**config.mk**
```make
export PLATFORM = sky130hd
export DESIGN_NAME = ddr3_rw_sched
export DESIGN_NICKNAME = d
export VERILOG_FILES = /design/src/rtl/ddr3_rw_sched.sv
export SDC_FILE = /design/constraint.sdc
export NUM_CORES = 1
export LEC_CHECK = 0
export BUFFER_PORTS_ARGS = -buffer_cell sky130_fd_sc_hd__buf_2
export CORE_MARGIN = 2
export CORE_UTILIZATION = 30
export CTS_CLUSTER_DIAMETER = 150
export CTS_CLUSTER_SIZE = 12
export DETAILED_ROUTE_END_ITERATION = 10
export GPL_ROUTABILITY_DRIVEN = 0
export PLACE_DENSITY = 0.59
export SYNTH_ARGS = -nofsm -noshare
export SYNTH_HDL_FRONTEND = slang
export SYNTH_SLANG_ARGS = --single-unit
```
**constraint.sdc**
```tcl
create_clock -name clk -period 13.5 [get_ports clk]
set_input_delay 1.35 -clock clk [delete_from_list [all_inputs] [get_ports clk]]
set_output_delay 1.35 -clock clk [all_outputs]
set_load 0.005 [all_outputs]
```
**src/rtl/ddr3_rw_sched.sv**
```systemverilog
// ddr3_rw_sched: burst scheduler between camera write FIFO and LCD read FIFO with ping-pong frame banks.
// Define DDR_SCHED_WR_PRIORITY_EN to let writes win every tie instead of round-robin.
module ddr3_rw_sched #(
    parameter int ADDR_W    = 28,
    parameter int LEN_W     = 8,
    parameter int CNT_W     = 11,
    parameter int BANK_BIT  = 25,
    parameter int RD_THRESH = 256
) (
    input  logic              clk,
    input  logic              rst_n,
    input  logic              ddr3_init_done,
    input  logic              wr_load,
    input  logic              rd_load,
    input  logic              pingpang_en,
    input  logic [CNT_W-1:0]  wfifo_rcount,
    input  logic [CNT_W-1:0]  rfifo_wcount,
    input  logic [ADDR_W-1:0] addr_wd_min,
    input  logic [ADDR_W-1:0] addr_wd_max,
    input  logic [ADDR_W-1:0] addr_rd_min,
    input  logic [ADDR_W-1:0] addr_rd_max,
    input  logic [LEN_W-1:0]  wd_burst_len,
    input  logic [LEN_W-1:0]  rd_burst_len,
    output logic              cmd_wr_req,
    output logic              cmd_rd_req,
    output logic [ADDR_W-1:0] cmd_addr,
    output logic [LEN_W-1:0]  cmd_len,
    input  logic              cmd_ack,
    input  logic              burst_done,
    output logic              wfifo_flush,
    output logic              rfifo_flush,
    output logic              wr_bank,
    output logic              rd_bank
);
    typedef enum logic [2:0] {IDLE, WR_REQ, WR_WAIT, RD_REQ, RD_WAIT} state_t;
`ifdef DDR_SCHED_WR_PRIORITY_EN
    localparam logic WR_PRIO = 1'b1;
`else
    localparam logic WR_PRIO = 1'b0;
`endif
    state_t            state_q;
    logic [ADDR_W-1:0] wr_ptr_q, rd_ptr_q, cmd_addr_q, wr_ptr_d, rd_ptr_d, wr_addr, rd_addr;
    logic [LEN_W-1:0]  cmd_len_q;
    logic [ADDR_W:0]   step, wr_sum, rd_sum;
    logic cmd_wr_req_q, cmd_rd_req_q, wfifo_flush_q, rfifo_flush_q, wr_bank_q, rd_bank_q;
    logic wr_bank_d, rd_bank_d, last_wr_q, wl_q1, wl_q2, rl_q1, rl_q2, wr_pend_q, rd_pend_q;
    logic wr_need, rd_need, pick_wr, pick_rd, wr_done, rd_done, wr_apply, rd_apply;
    logic wr_busy, rd_busy, wr_wrap, rd_wrap;
    assign wr_need  = (wfifo_rcount >= CNT_W'(wd_burst_len)) && (wd_burst_len != '0);
    assign rd_need  = (rfifo_wcount < CNT_W'(RD_THRESH)) && (rd_burst_len != '0);
    assign pick_wr  = wr_need && (!rd_need || WR_PRIO || !last_wr_q);
    assign pick_rd  = rd_need && !pick_wr;
    assign wr_busy  = state_q inside {WR_REQ, WR_WAIT};
    assign rd_busy  = state_q inside {RD_REQ, RD_WAIT};
    assign wr_done  = state_q == WR_WAIT && burst_done && ddr3_init_done;
    assign rd_done  = state_q == RD_WAIT && burst_done && ddr3_init_done;
    // A load seen while its path is busy waits for that burst to finish, then overrides its advance.
    assign wr_apply = ((wl_q1 && !wl_q2) || wr_pend_q) && (!wr_busy || wr_done);
    assign rd_apply = ((rl_q1 && !rl_q2) || rd_pend_q) && (!rd_busy || rd_done);
    assign step     = {{(ADDR_W+1-LEN_W){1'b0}}, cmd_len_q} << 3;
    assign wr_sum   = {1'b0, wr_ptr_q} + step;
    assign rd_sum   = {1'b0, rd_ptr_q} + step;
    assign wr_wrap  = wr_sum >= {1'b0, addr_wd_max};
    assign rd_wrap  = rd_sum >= {1'b0, addr_rd_max};
    assign wr_ptr_d = wr_apply ? addr_wd_min : !wr_done ? wr_ptr_q : wr_wrap ? addr_wd_min : wr_sum[ADDR_W-1:0];
    assign rd_ptr_d = rd_apply ? addr_rd_min : !rd_done ? rd_ptr_q : rd_wrap ? addr_rd_min : rd_sum[ADDR_W-1:0];
    assign wr_bank_d = pingpang_en && (wr_bank_q ^ (wr_done && !wr_apply && wr_wrap));
    assign rd_bank_d = pingpang_en && (rd_apply ? !wr_bank_q : rd_bank_q);
    always_comb begin
        wr_addr = wr_ptr_d;
        wr_addr[BANK_BIT] = wr_bank_d;
        rd_addr = rd_ptr_d;
        rd_addr[BANK_BIT] = rd_bank_d;
    end
    always_ff @(posedge clk or negedge rst_n) begin
        if (!rst_n) begin
            state_q       <= IDLE;
            {wr_ptr_q, rd_ptr_q, cmd_addr_q, cmd_len_q} <= '0;
            {cmd_wr_req_q, cmd_rd_req_q, wfifo_flush_q, rfifo_flush_q} <= '0;
            {wr_bank_q, rd_bank_q, wl_q1, wl_q2, rl_q1, rl_q2, wr_pend_q, rd_pend_q} <= '0;
            last_wr_q     <= 1'b1;
        end else begin
            {wl_q1, wl_q2, rl_q1, rl_q2} <= {wr_load, wl_q1, rd_load, rl_q1};
            wr_pend_q     <= ((wl_q1 && !wl_q2) || wr_pend_q) && !wr_apply;
            rd_pend_q     <= ((rl_q1 && !rl_q2) || rd_pend_q) && !rd_apply;
            wfifo_flush_q <= wr_apply;
            rfifo_flush_q <= rd_apply;
            wr_ptr_q      <= wr_ptr_d;
            rd_ptr_q      <= rd_ptr_d;
            wr_bank_q     <= wr_bank_d;
            rd_bank_q     <= rd_bank_d;
            if (!ddr3_init_done) begin
                state_q      <= IDLE;
                cmd_wr_req_q <= 1'b0;
                cmd_rd_req_q <= 1'b0;
            end else begin
                case (state_q)
                    IDLE: if (pick_wr) begin
                        state_q      <= WR_REQ;
                        cmd_wr_req_q <= 1'b1;
                        cmd_addr_q   <= wr_addr;
                        cmd_len_q    <= wd_burst_len;
                        last_wr_q    <= 1'b1;
                    end else if (pick_rd) begin
                        state_q      <= RD_REQ;
                        cmd_rd_req_q <= 1'b1;
                        cmd_addr_q   <= rd_addr;
                        cmd_len_q    <= rd_burst_len;
                        last_wr_q    <= 1'b0;
                    end
                    WR_REQ: if (cmd_ack) begin
                        state_q      <= WR_WAIT;
                        cmd_wr_req_q <= 1'b0;
                    end
                    RD_REQ: if (cmd_ack) begin
                        state_q      <= RD_WAIT;
                        cmd_rd_req_q <= 1'b0;
                    end
                    WR_WAIT, RD_WAIT: if (burst_done) state_q <= IDLE;
                    default: state_q <= IDLE;
                endcase
            end
        end
    end
    assign cmd_wr_req  = cmd_wr_req_q;
    assign cmd_rd_req  = cmd_rd_req_q;
    assign cmd_addr    = cmd_addr_q;
    assign cmd_len     = cmd_len_q;
    assign wfifo_flush = wfifo_flush_q;
    assign rfifo_flush = rfifo_flush_q;
    assign wr_bank     = wr_bank_q;
    assign rd_bank     = rd_bank_q;
endmodule

```
==> results.yml <==
cells_and_area:
  final_common_cell: "buf_2"
  area_delta_synth_final_pct: 19.49
  fill_cells: 2832
  antenna_cells: 0
  nets: 1342
  layout.cells.non_filler: 1448
  layout_common_cells: "buf_2, inv_1, dfrtp_1"
  drive_gt1_share_pct: 21.41
cts:
  cts_hold_buf: 0
  clock_sinks: 108
  cts_buffers: 9
  insertion_delay_ps: 350
  cts-htree-levels: 3
  post_cts_buffers: 0
  tritoncts: "done"
  clock_path_buffers: 2
  clk_pin_slew_ps: 70
  cts_root_buf: "clkbuf_16"
  post_cts_resized: 0
placement:
  numPortBuffers: 191
  dp_cells: 1432
  dpl.hpwl_mm: 22.26
timing:
  period_needed_ps: 5973
  worst_pin_slew_ps: 1005
  slew_viol_final: 0
  fin_worst_skew_ps: 8.257
  slew_headroom_pct: 32.77
  period_share_pct: 44.24
  fmax_mhz: 167.4
  finalSetupTns_ps: 0
  hold_viol: 0
  setup_viol: 0
  rsz0062_at_grt: "no"
worst_setup_path:
  crit_family: "compound AO/OA/AOI/OAI gates"
  cp-start-kind: "flip-flop"
  cp.arrival_ps: 6220
  critical_path_peak_fanout: 22
  endpoint_kind: "flip-flop"
  worstPathCellList: "ha_1 -> a211o_1 -> a211oi_2 -> o311a_1 -> nand2b_1 -> o31a_1 -> inv_1 -> ha_1 -> nand4_1 -> or4_1 -> a31oi_1 -> a221oi_1 -> a211oi_2 -> or2_1 -> mux2_2 -> a221o_1"
  cpPeakStageDelay_ps: 780
  crit_required_ps: 13740
  cp_num_buf_inv: 1
  cpMaxStageDelayCell: "or2_1"
  worstSetupPathType: "flip-flop to flip-flop"
pwr:
  seqPwrFrac_pct: 34.7
  internal_power_mw: 0.8799
  vdd_ir_drop_max_v: 0.00006480
  pwr-share-clk_pct: 17.5
  p_leak_nw: 5.097
  p_per_area_mw_per_mm2: 156.1
  combPwrFrac_pct: 47.8
  p_sw_share_pct: 41.99
  power_switching_mw: 0.6370
global_routing:
  grtUsageMet2_pct: 31.31
  grt-ovfl-total: 0
  met1_usage_pct: 27.86
  grt_util_all_layers_pct: 19.47
  grt_antenna_before_repair: 0
  grt_pass1_wl_mm: 42.43
  grt_pass1_vias: 7357
  grt_max_degree: 62
  grtUsageMet3_pct: 1.964
  grt.busiest_layer: "met2"
synthesis:
  ys_seq_elements: 108
  syn-instance-count: 924
  yosysSeqAreaShare_pct: 33.25
  synthFlopType: "dfrtp_1"
  synth_nets: 1164
  syn_avg_cell_area_sq_um: 8.802
  synthArstFlopShare_pct: 100.0
  yosys_warnings: 0
  synth_top_area_share_pct: 32.92
  syn_area_sq_mm: 0.008133
  ys_types: 69
  synth_edf_count: 0
  ys_top_cells_by_area: "dfrtp_1, ha_1, inv_1"
  synth_top_cell_by_area: "dfrtp_1"
die:
  core_sq_mm: 0.02680
  pin_count: 200
  fp.dieW_microns: 168.7
  rows: 60
  die_height_microns: 168.7
  fp.dieArea_sq_mm: 0.02844
  start_util_pct: 30.35
detailed_routing:
  drtAntennaViolNets: 0
  viasPerCell: 5.302
  drt-total-wl_mm: 27.97
  dr.pass1.iters: 5
  num_vias: 7677
  detail_route.iter0.violations: 574
  drc: 0
  routedWlPerCell_microns: 19.32
outcome:
  status: "complete, no violations"
hold_path:
  min_path_type: "flip-flop to flip-flop"
flow_run:
  cap_violations: 0
==> per-layer routing <==
layer	wire length (microns)	up-vias	share of wire [%]
met5	0	-	0
met2	12680	236	45
met4	460	0	1.6
li1	-	3755	-
met3	1398	25	5.0
met1	13430	3661	48
==> path summary, 6_finish.rpt <==
path                                  from     endpoint  slack, ps  depth (start not counted)
worst max-delay path            cmd_len[1]  cmd_addr[0]       7530                         16
worst min-delay path                 rl_q1        rl_q2        380                          0
worst max register to register  cmd_len[1]  cmd_addr[0]       7530                         16
worst min register to register       rl_q1        rl_q2        380                          0
max in group asynchronous            rst_n  rd_ptr_q[0]      11230                          2
min in group asynchronous            rst_n        wl_q1       1010                          1
==> cells in the mapped netlist (18+ instances only) <==
library cell    n
a21oi_1        40
a221o_1        19
and2_1         18
clkbuf_1       26
dfrtp_1       107
ha_1           80
inv_1         108
nand2_1        86
nand3_1        40
nand4_1        21
nor2_1         42
o21ai_0        29
xnor2_1        24
xor2_1         18
==> worst reg2reg max path, delay by kind of cell, from the launching register on <==
family | cells | cell delay [ps]
and+or+nand+nor | 4 | 1690
adders and majority gates | 2 | 700
buffers and inverters | 1 | 60
AOI/OAI and AO/OA | 8 | 2400
DFF | 1 | 530
muxes | 1 | 480
==> final cells by class <==
cell class              count  area, sq um  area share (%)
clock buffers              14        244.0           2.511
clock inverters             2        37.54          0.3862
inverters                 108        405.4           4.171
multi-input cells         674         4867           50.08
flip-flops and latches    108         2704           27.82
well taps                 341        426.7           4.390
repair buffers            201         1033           10.63
==> kinds of logic (layout without fill, tap and decap cells) <==
| family | Yosys count | in the layout | share of synthesized area (%) |
|---|---|---|---|
| DFF | 108 | 108 | 33.25 |
| muxes | 9 | 9 | 1.246 |
| xor gates and xnor gates | 42 | 42 | 4.523 |
| and+or+nand+nor | 299 | 299 | 18.72 |
| adders and majority gates | 82 | 82 | 12.80 |
| buffers and inverters | 142 | 325 | 6.908 |
| AOI/OAI and AO/OA | 242 | 242 | 22.55 |
==> through the flow <==
stage	cell area [sq um]	hold slack, ps	util, %	total power, mW	setup WS (ps)
final	9718	384.4	36.26	1.517	7527
after detailed placement	9437	370.9	35.21	1.254	7624
after CTS	9718	387.3	36.26	1.526	7574
after global routing	9718	400.1	36.26	1.638	7204
after global placement	9437	363.0	35.21	1.238	7674
after floorplan	8133	354.0	-	0.9783	8843
==> power groups by stage <==
| stage | clock (mW) | combinational [mW] | sequential [mW] |
|---|---|---|---|
| finish | 0.265 | 0.725 | 0.527 |
| global route | 0.283 | 0.814 | 0.541 |
| CTS | 0.271 | 0.727 | 0.527 |
| detailed placement | 0 | 0.722 | 0.532 |
| global placement | 0 | 0.707 | 0.531 |
| floorplan | 0 | 0.485 | 0.493 |
==> flip-flops by register name, indices dropped and copies added (netlist names), 3 cells and up <==
name,cells
cmd_addr,28
rd_ptr_q,28
wr_ptr_q,28
cmd_len,8
state_q,3
Power figures use the tool's default switching activity.
